[src/rtl/raisin64_wb_pkg.sv]
// rtl/raisin64_wb_pkg.sv - shared types and helpers for the writeback arbiter
//
// Purpose: slot count, default register-number/data widths, the r0 constant,
//          a writeback slot record type and a wrapping index increment.
// Ports:   none (package).
// Config:  none here; the arbiter top honours WB_ARB_STARVE_EN.
package raisin64_wb_pkg;

  localparam int WB_SLOTS   = 2;
  localparam int DEF_RN_W   = 7;
  localparam int DEF_DATA_W = 64;

  localparam logic [DEF_RN_W-1:0] RN_ZERO = '0;

  typedef struct packed {
    logic                  en;
    logic [DEF_RN_W-1:0]   rn;
    logic [DEF_DATA_W-1:0] data;
  } wb_slot_t;

  // (idx + 1) mod n, for round-robin pointer updates
  function automatic int unsigned wrap_inc(input int unsigned idx, input int unsigned n);
    return (idx + 1 >= n) ? 0 : idx + 1;
  endfunction

endpackage

[src/rtl/wb_arbiter_rr_pick.sv]
// rtl/wb_arbiter_rr_pick.sv - round-robin find-first-set from a pointer
//
// Purpose: picks the first unit with req & mask set, scanning upward from ptr
//          and wrapping modulo N. Purely combinational.
// Ports:
//   req    in  N       requesting units
//   mask   in  N       units allowed to win this pick
//   ptr    in  PTR_W   scan start index
//   grant  out N       one-hot winner (all zero when nothing found)
//   idx    out PTR_W   winner index (0 when nothing found)
//   found  out 1       a winner exists
module rr_pick #(
  parameter int N     = 4,
  parameter int PTR_W = 2
) (
  input  logic [N-1:0]     req,
  input  logic [N-1:0]     mask,
  input  logic [PTR_W-1:0] ptr,
  output logic [N-1:0]     grant,
  output logic [PTR_W-1:0] idx,
  output logic             found
);

  logic [N-1:0] cand;

  always_comb begin
    cand  = req & mask;
    grant = '0;
    idx   = '0;
    found = 1'b0;
    for (int k = 0; k < N; k++) begin
      if (!found && cand[(int'(ptr) + k) % N]) begin
        found                      = 1'b1;
        grant[(int'(ptr) + k) % N] = 1'b1;
        idx                        = PTR_W'((int'(ptr) + k) % N);
      end
    end
  end

endmodule

[src/rtl/wb_arbiter.sv]
// rtl/wb_arbiter.sv - two-slot round-robin writeback arbiter
//
// Purpose: grants up to two completed execution-unit results per cycle and
//          registers them into two writeback slots feeding the regfile write
//          ports and the pending-table free ports. One cycle latency.
// Ports:
//   clk, rst_n  clock / async active-low reset
//   req_valid   in  NUM_UNITS         unit has a result
//   req_rn      in  NUM_UNITS*RN_W    dest reg, unit i at [i*RN_W +: RN_W]
//   req_data    in  NUM_UNITS*DATA_W  result, unit i at [i*DATA_W +: DATA_W]
//   req_ready   out NUM_UNITS         unit accepted this cycle (combinational)
//   wb_stall    in  1                 block all grants this cycle
//   wb_en       out 2                 slot writes back / frees a register
//   wb_rn       out 2*RN_W            slot register number
//   wb_data     out 2*DATA_W          slot write data
// Config: define WB_ARB_STARVE_EN to add per-unit wait counters that force a
//         unit waiting STARVE_LIMIT cycles into slot 0.
module wb_arbiter
  import raisin64_wb_pkg::*;
#(
  parameter int NUM_UNITS    = 4,
  parameter int DATA_W       = DEF_DATA_W,
  parameter int RN_W         = DEF_RN_W,
  parameter int STARVE_LIMIT = 8
) (
  input  logic                        clk,
  input  logic                        rst_n,
  input  logic [NUM_UNITS-1:0]        req_valid,
  input  logic [NUM_UNITS*RN_W-1:0]   req_rn,
  input  logic [NUM_UNITS*DATA_W-1:0] req_data,
  output logic [NUM_UNITS-1:0]        req_ready,
  input  logic                        wb_stall,
  output logic [WB_SLOTS-1:0]         wb_en,
  output logic [WB_SLOTS*RN_W-1:0]    wb_rn,
  output logic [WB_SLOTS*DATA_W-1:0]  wb_data
);

  localparam int PTR_W = $clog2(NUM_UNITS);

  if (NUM_UNITS < 2 || NUM_UNITS > 8) begin : g_bad_units
    $error("wb_arbiter: NUM_UNITS must be 2..8");
  end
  if (STARVE_LIMIT < 1) begin : g_bad_limit
    $error("wb_arbiter: STARVE_LIMIT must be at least 1");
  end

  logic [PTR_W-1:0]     rr_ptr;
  logic [NUM_UNITS-1:0] elig, mask1;
  logic [NUM_UNITS-1:0] rr_grant0, grant0, grant1;
  logic [PTR_W-1:0]     rr_idx0, idx0, idx1, last_idx;
  logic                 rr_found0, found0, found1;
  logic [RN_W-1:0]      rn0, rn1;
  logic [DATA_W-1:0]    data0, data1;

  // Nothing may be accepted while in reset or stalled.
  assign elig = req_valid & {NUM_UNITS{~wb_stall & rst_n}};

  rr_pick #(.N(NUM_UNITS), .PTR_W(PTR_W)) u_pick0 (
    .req   (elig),
    .mask  ({NUM_UNITS{1'b1}}),
    .ptr   (rr_ptr),
    .grant (rr_grant0),
    .idx   (rr_idx0),
    .found (rr_found0)
  );

`ifdef WB_ARB_STARVE_EN
  localparam int CNT_W = $clog2(STARVE_LIMIT + 1);

  logic [CNT_W-1:0]     wait_cnt [NUM_UNITS];
  logic [NUM_UNITS-1:0] starved;
  logic                 starve_found;
  logic [PTR_W-1:0]     starve_idx;

  always_comb begin
    starved      = '0;
    starve_found = 1'b0;
    starve_idx   = '0;
    for (int i = 0; i < NUM_UNITS; i++) begin
      starved[i] = elig[i] && (wait_cnt[i] == CNT_W'(STARVE_LIMIT));
    end
    // Downward scan so the lowest starved index is the one left standing.
    for (int i = NUM_UNITS - 1; i >= 0; i--) begin
      if (starved[i]) begin
        starve_found = 1'b1;
        starve_idx   = PTR_W'(i);
      end
    end
  end

  always_comb begin
    grant0 = rr_grant0;
    idx0   = rr_idx0;
    found0 = rr_found0;
    if (starve_found) begin
      grant0             = '0;
      grant0[starve_idx] = 1'b1;
      idx0               = starve_idx;
      found0             = 1'b1;
    end
  end

  always_ff @(posedge clk or negedge rst_n) begin
    if (!rst_n) begin
      for (int i = 0; i < NUM_UNITS; i++) wait_cnt[i] <= '0;
    end else begin
      for (int i = 0; i < NUM_UNITS; i++) begin
        if (!req_valid[i] || req_ready[i]) begin
          wait_cnt[i] <= '0;
        end else if (wait_cnt[i] != CNT_W'(STARVE_LIMIT)) begin
          wait_cnt[i] <= wait_cnt[i] + CNT_W'(1);
        end
      end
    end
  end
`else
  assign grant0 = rr_grant0;
  assign idx0   = rr_idx0;
  assign found0 = rr_found0;
`endif

  assign rn0   = req_rn[idx0*RN_W +: RN_W];
  assign data0 = req_data[idx0*DATA_W +: DATA_W];

  // Slot 1 may not take slot 0's unit, nor a second write to slot 0's
  // register; r0 never conflicts since it is never written.
  always_comb begin
    mask1 = '0;
    for (int i = 0; i < NUM_UNITS; i++) begin
      mask1[i] = ~grant0[i] &
                 ~((rn0 != '0) && (req_rn[i*RN_W +: RN_W] == rn0));
    end
  end

  rr_pick #(.N(NUM_UNITS), .PTR_W(PTR_W)) u_pick1 (
    .req   (elig),
    .mask  (mask1),
    .ptr   (rr_ptr),
    .grant (grant1),
    .idx   (idx1),
    .found (found1)
  );

  assign rn1       = req_rn[idx1*RN_W +: RN_W];
  assign data1     = req_data[idx1*DATA_W +: DATA_W];
  assign req_ready = grant0 | grant1;
  assign last_idx  = found1 ? idx1 : idx0;

  always_ff @(posedge clk or negedge rst_n) begin
    if (!rst_n) begin
      rr_ptr  <= '0;
      wb_en   <= '0;
      wb_rn   <= '0;
      wb_data <= '0;
    end else begin
      if (found0) begin
        rr_ptr <= PTR_W'(wrap_inc(32'(last_idx), NUM_UNITS));
      end
      wb_en[0]                 <= found0 && (rn0 != '0);
      wb_en[1]                 <= found1 && (rn1 != '0);
      wb_rn[0 +: RN_W]         <= found0 ? rn0 : '0;
      wb_rn[RN_W +: RN_W]      <= found1 ? rn1 : '0;
      wb_data[0 +: DATA_W]     <= found0 ? data0 : '0;
      wb_data[DATA_W +: DATA_W] <= found1 ? data1 : '0;
    end
  end

endmodule
[config.mk]
export PLATFORM = sky130hd
export DESIGN_NAME = wb_arbiter
export DESIGN_NICKNAME = d
export VERILOG_FILES = /design/src/rtl/raisin64_wb_pkg.sv /design/src/rtl/wb_arbiter_rr_pick.sv /design/src/rtl/wb_arbiter.sv
export SDC_FILE = /design/constraint.sdc
export NUM_CORES = 1
export LEC_CHECK = 0
export CORE_ASPECT_RATIO = 0.6
export CORE_MARGIN = 2
export CORE_UTILIZATION = 30
export DETAILED_ROUTE_END_ITERATION = 10
export GPL_TIMING_DRIVEN = 0
export PLACE_DENSITY = 0.62
export SETUP_SLACK_MARGIN = 0.02
export SLEW_MARGIN = 20
export SYNTH_ARGS = -nofsm -noshare
export SYNTH_HDL_FRONTEND = slang
export SYNTH_SLANG_ARGS = --single-unit
[constraint.sdc]
create_clock -name clk -period 15.3 [get_ports clk]
set_clock_uncertainty 0.15 [all_clocks]
set_input_delay 1.53 -clock clk [delete_from_list [all_inputs] [get_ports clk]]
set_output_delay 1.53 -clock clk [all_outputs]
set_load 0.005 [all_outputs]
==> results of run 1 <==
## layer usage
metal / up-vias / share of wire (%)
met2: 541 / 45
met1: 5060 / 42
met5: - / 0.017
met4: 2 / 2.4
li1: 4259 / -
met3: 60 / 10
## cell type report
| class | instances | area, um2 | share of cell area [%] |
|---|---|---|---|
| multi-input cells | 633 | 6120 | 39.0 |
| repair buffers | 430 | 4330 | 27.6 |
| flip-flops and latches | 146 | 3650 | 23.3 |
| clock buffers | 18 | 429 | 2.74 |
| inverters | 13 | 48.8 | 0.311 |
| diodes | 5 | 12.5 | 0.0798 |
| well taps | 459 | 574 | 3.66 |
| plain buffers | 75 | 404 | 2.58 |
| clock inverters | 12 | 113 | 0.718 |
## where the power goes
group | switching (mW) | internal [mW]
Combinational | 0.737 | 0.732
Sequential | 0.0350 | 0.483
Clock | 0.182 | 0.222
Total | 0.955 | 1.44
## cells in the final DEF (no fill, tap or decap), types with 12 or more instances in the layout
master           count
mux4_2              96
o22ai_1             44
nor2b_1             68
nor3_1              12
a211oi_1            15
clkbuf_16           17
and2_1              35
o21ai_0             12
inv_1               12
xnor2_1             18
mux2i_1             89
clkdlybuf4s50_1    428
nor2_1              28
nand3_1             18
dfrtp_1            146
a21oi_1             30
nand2_1             25
clkbuf_1            44
## critical path: stages
cell and delay [ns]:
buf_8 0.36, buf_16 0.38, or3b_4 0.45, o22ai_2 0.45
nand2_2 0.28, o211ai_2 0.26, a22oi_1 0.21, or3_1 0.39
buf_2 0.17, xor2_1 0.16, nor4_1 0.56, a31o_2 0.33
mux2i_1 0.18, or2_2 0.33, a21oi_1 0.30, a22oi_1 0.13
nand3_1 0.11, clkdlybuf4s50_1 0.52
## cell families after synthesis
logic type               count (synthesis)  synth area share, %
adder cells (fa/ha/maj)                  4                0.489
buffers and inverters                   88                 4.42
AND/OR/NAND/NOR                        227                 12.8
flip-flops                             146                 35.7
AO/OA/AOI/OAI                          183                 13.3
XOR/XNOR                                27                 2.31
multiplexers                           192                 30.9
## cells in the mapped netlist, types with 15 or more instances
| cell type | instances |
|---|---|
| nand3_1 | 18 |
| nand2_1 | 25 |
| mux2i_1 | 89 |
| mux4_2 | 96 |
| dfrtp_1 | 146 |
| xnor2_1 | 18 |
| nor2b_1 | 68 |
| and2_1 | 35 |
| o22ai_1 | 44 |
| clkbuf_1 | 44 |
| nor2_1 | 28 |
| a21oi_1 | 30 |
| a211oi_1 | 15 |
## final timing paths
check / slack, ns / endpoint
setup / recovery: 6.39 / req_ready[0]
hold / removal: 0.84 / rr_ptr[1]
setup reg to reg: 7.19 / wb_data[77]
hold reg to reg: 0.84 / rr_ptr[1]
max in group asynchronous: 13.24 / wb_rn[12]
min in group asynchronous: 0.86 / wb_data[56]
## registers in the layout (all words and copies together) (netlist names)
name / flops
wb_data: 128
wb_rn: 14
rr_ptr: 2
wb_en: 2
## through the flow
stage          cells  hold slack (ns)
6_report        1791            0.844
5_1_grt         1790            0.859
4_1_cts         1786            0.819
3_5_place_dp    1756            0.803
3_3_place_gp    1755            0.767
2_1_floorplan    867            0.551
==> out/metrics.cfg, run 1 <==
[status]
outcome = complete, no violations

[timing]
period_share_pct = 58.2
tns_ns = 0
setup_viol = 0
slew_viol_final = 0
fmax_ghz = 0.112
postLayoutSetupSlackWorst_ns = 6.39
fin_crit_ns = 8.91
grt_setup_unrepaired = false
worst_pin_slew_ns = 1.04
finalHoldViolCount = 0
slew_headroom_pct = 30.3

[placement]
detailed_place_hpwl_mm = 37.8
io_buffers = 429
dp_slack_ns = 6.51
placed_area_um2 = 15100
gp_congestion = 0.946

[cts]
cts_resized = 0
clk_path_buf_depth = 2
postCtsSetupBuffers = 0
clock_latency_ns = 0.44
cts_sinks = 146
ctsHoldBuffers = 0
cts_tree = built
h-tree-depth = 4
cts_buffers = 17
root_buffer = clkbuf_16
clk_pin_slew_worst_paths_ns = 0.06

[synth]
synth_fp_nets = 1162
ys_warn_count = 0
ys.flop_type = dfrtp_1
synth_area_leaders = dfrtp_1 (36%), mux4_2 (21%), mux2i_1 (8.7%)
avgSynthCellArea_um2 = 11.8
yosysUniqueCellTypes = 86
synth_cells = 867
synth_largest_area_cell = dfrtp_1
synthArstFlopShare_pct = 100
ys_ff_latch = 146
synth-edff-count = 0
ys_seq_area_share_pct = 35.7
netlist_area_um2 = 10200
synth_top_area_share_pct = 35.7

[detailed_routing]
vias = 9922
drc = 0
post_drt_wl_per_cell_um = 26.9
wirelength_mm = 48.1
viasPerCell = 5.54
drtIter0Drc = 791
drt_pass1_iterations = 5
drtAntennaViolNets = 0

[die]
start_util_pct = 30.4
dieWidth_um = 242
dieArea_um2 = 35600
die_h_um = 147
ios = 439
row_count = 52
coreArea_um2 = 33600

[global_route]
grt_start_max_net_pins = 91
antenna_found_initial = 6
grt_pass1_wl_mm = 68.9
grt.total_usage_pct = 26.7
met1_usage_pct = 35.5
grt_use_met2_pct = 40.6
grt_util_met3_pct = 9.68
top_usage_layer = met2
grt_overflow_total = 0
grt_pass1_vias = 9948

[worst_setup_path]
r2r.worst_path.cells = 22
start_kind = primary input
worstPathMaxFanout = 90
arrival_ns = 7.23
crit_type = in2out
r2r-start = rr_ptr[0]
cp-end-kind = output port
startpoint = rst_n
cp_data_required_time_ns = 13.62

[hold_path]
min-delay-start = rr_ptr[1]
hold_depth = 2
min_path_type = reg2reg

[cells_and_area]
final_core_util_pct = 46.6
design_area_um2 = 15700
area_growth_syn_to_layout_pct = 53.4
fillers = 3131
layout-drive-gt1-share_pct = 14.1
nets = 1611

[power]
power.density_nw_per_um2 = 153
total_power_mw = 2.39
power.leakage_nw = 6.02
ir_drop_v = 0.0000790

[run]
drv_cap = 0

(Power assumes the default switching activity.)
==> inputs of run 2 (changes only) <==
- clock period: 15.3 -> 8.8 ns (I/O delays scaled with it)
==> results of run 2 <==
Same layout as run 1 (identical final DEF). Status: complete, no violations.
Main changes from that run: setup slack after placement 6.51 ns -> 0.929 ns; setup slack after layout 6.39 ns -> 0.687 ns; hold slack 0.844 ns -> 0.206 ns; start point of the critical path rst_n -> rr_ptr[0]; end point of the critical path req_ready[0] -> wb_data[77]; register-to-register setup slack 7.19 ns -> 0.69 ns; total power 2.39 mW -> 4.16 mW; worst IR drop on VDD 0.0000790 V -> 0.000137 V
==> inputs of run 3 (changes only) <==
- CTS_CLUSTER_SIZE: default -> 12
==> results of run 3 <==
Same layout as run 1 (identical final DEF). Status: complete, no violations.
Main changes from that run: setup slack after placement 6.51 ns -> 0.929 ns; setup slack after layout 6.39 ns -> 0.687 ns; hold slack 0.844 ns -> 0.206 ns; start point of the critical path rst_n -> rr_ptr[0]; end point of the critical path req_ready[0] -> wb_data[77]; register-to-register setup slack 7.19 ns -> 0.69 ns; total power 2.39 mW -> 4.16 mW; worst IR drop on VDD 0.0000790 V -> 0.000137 V
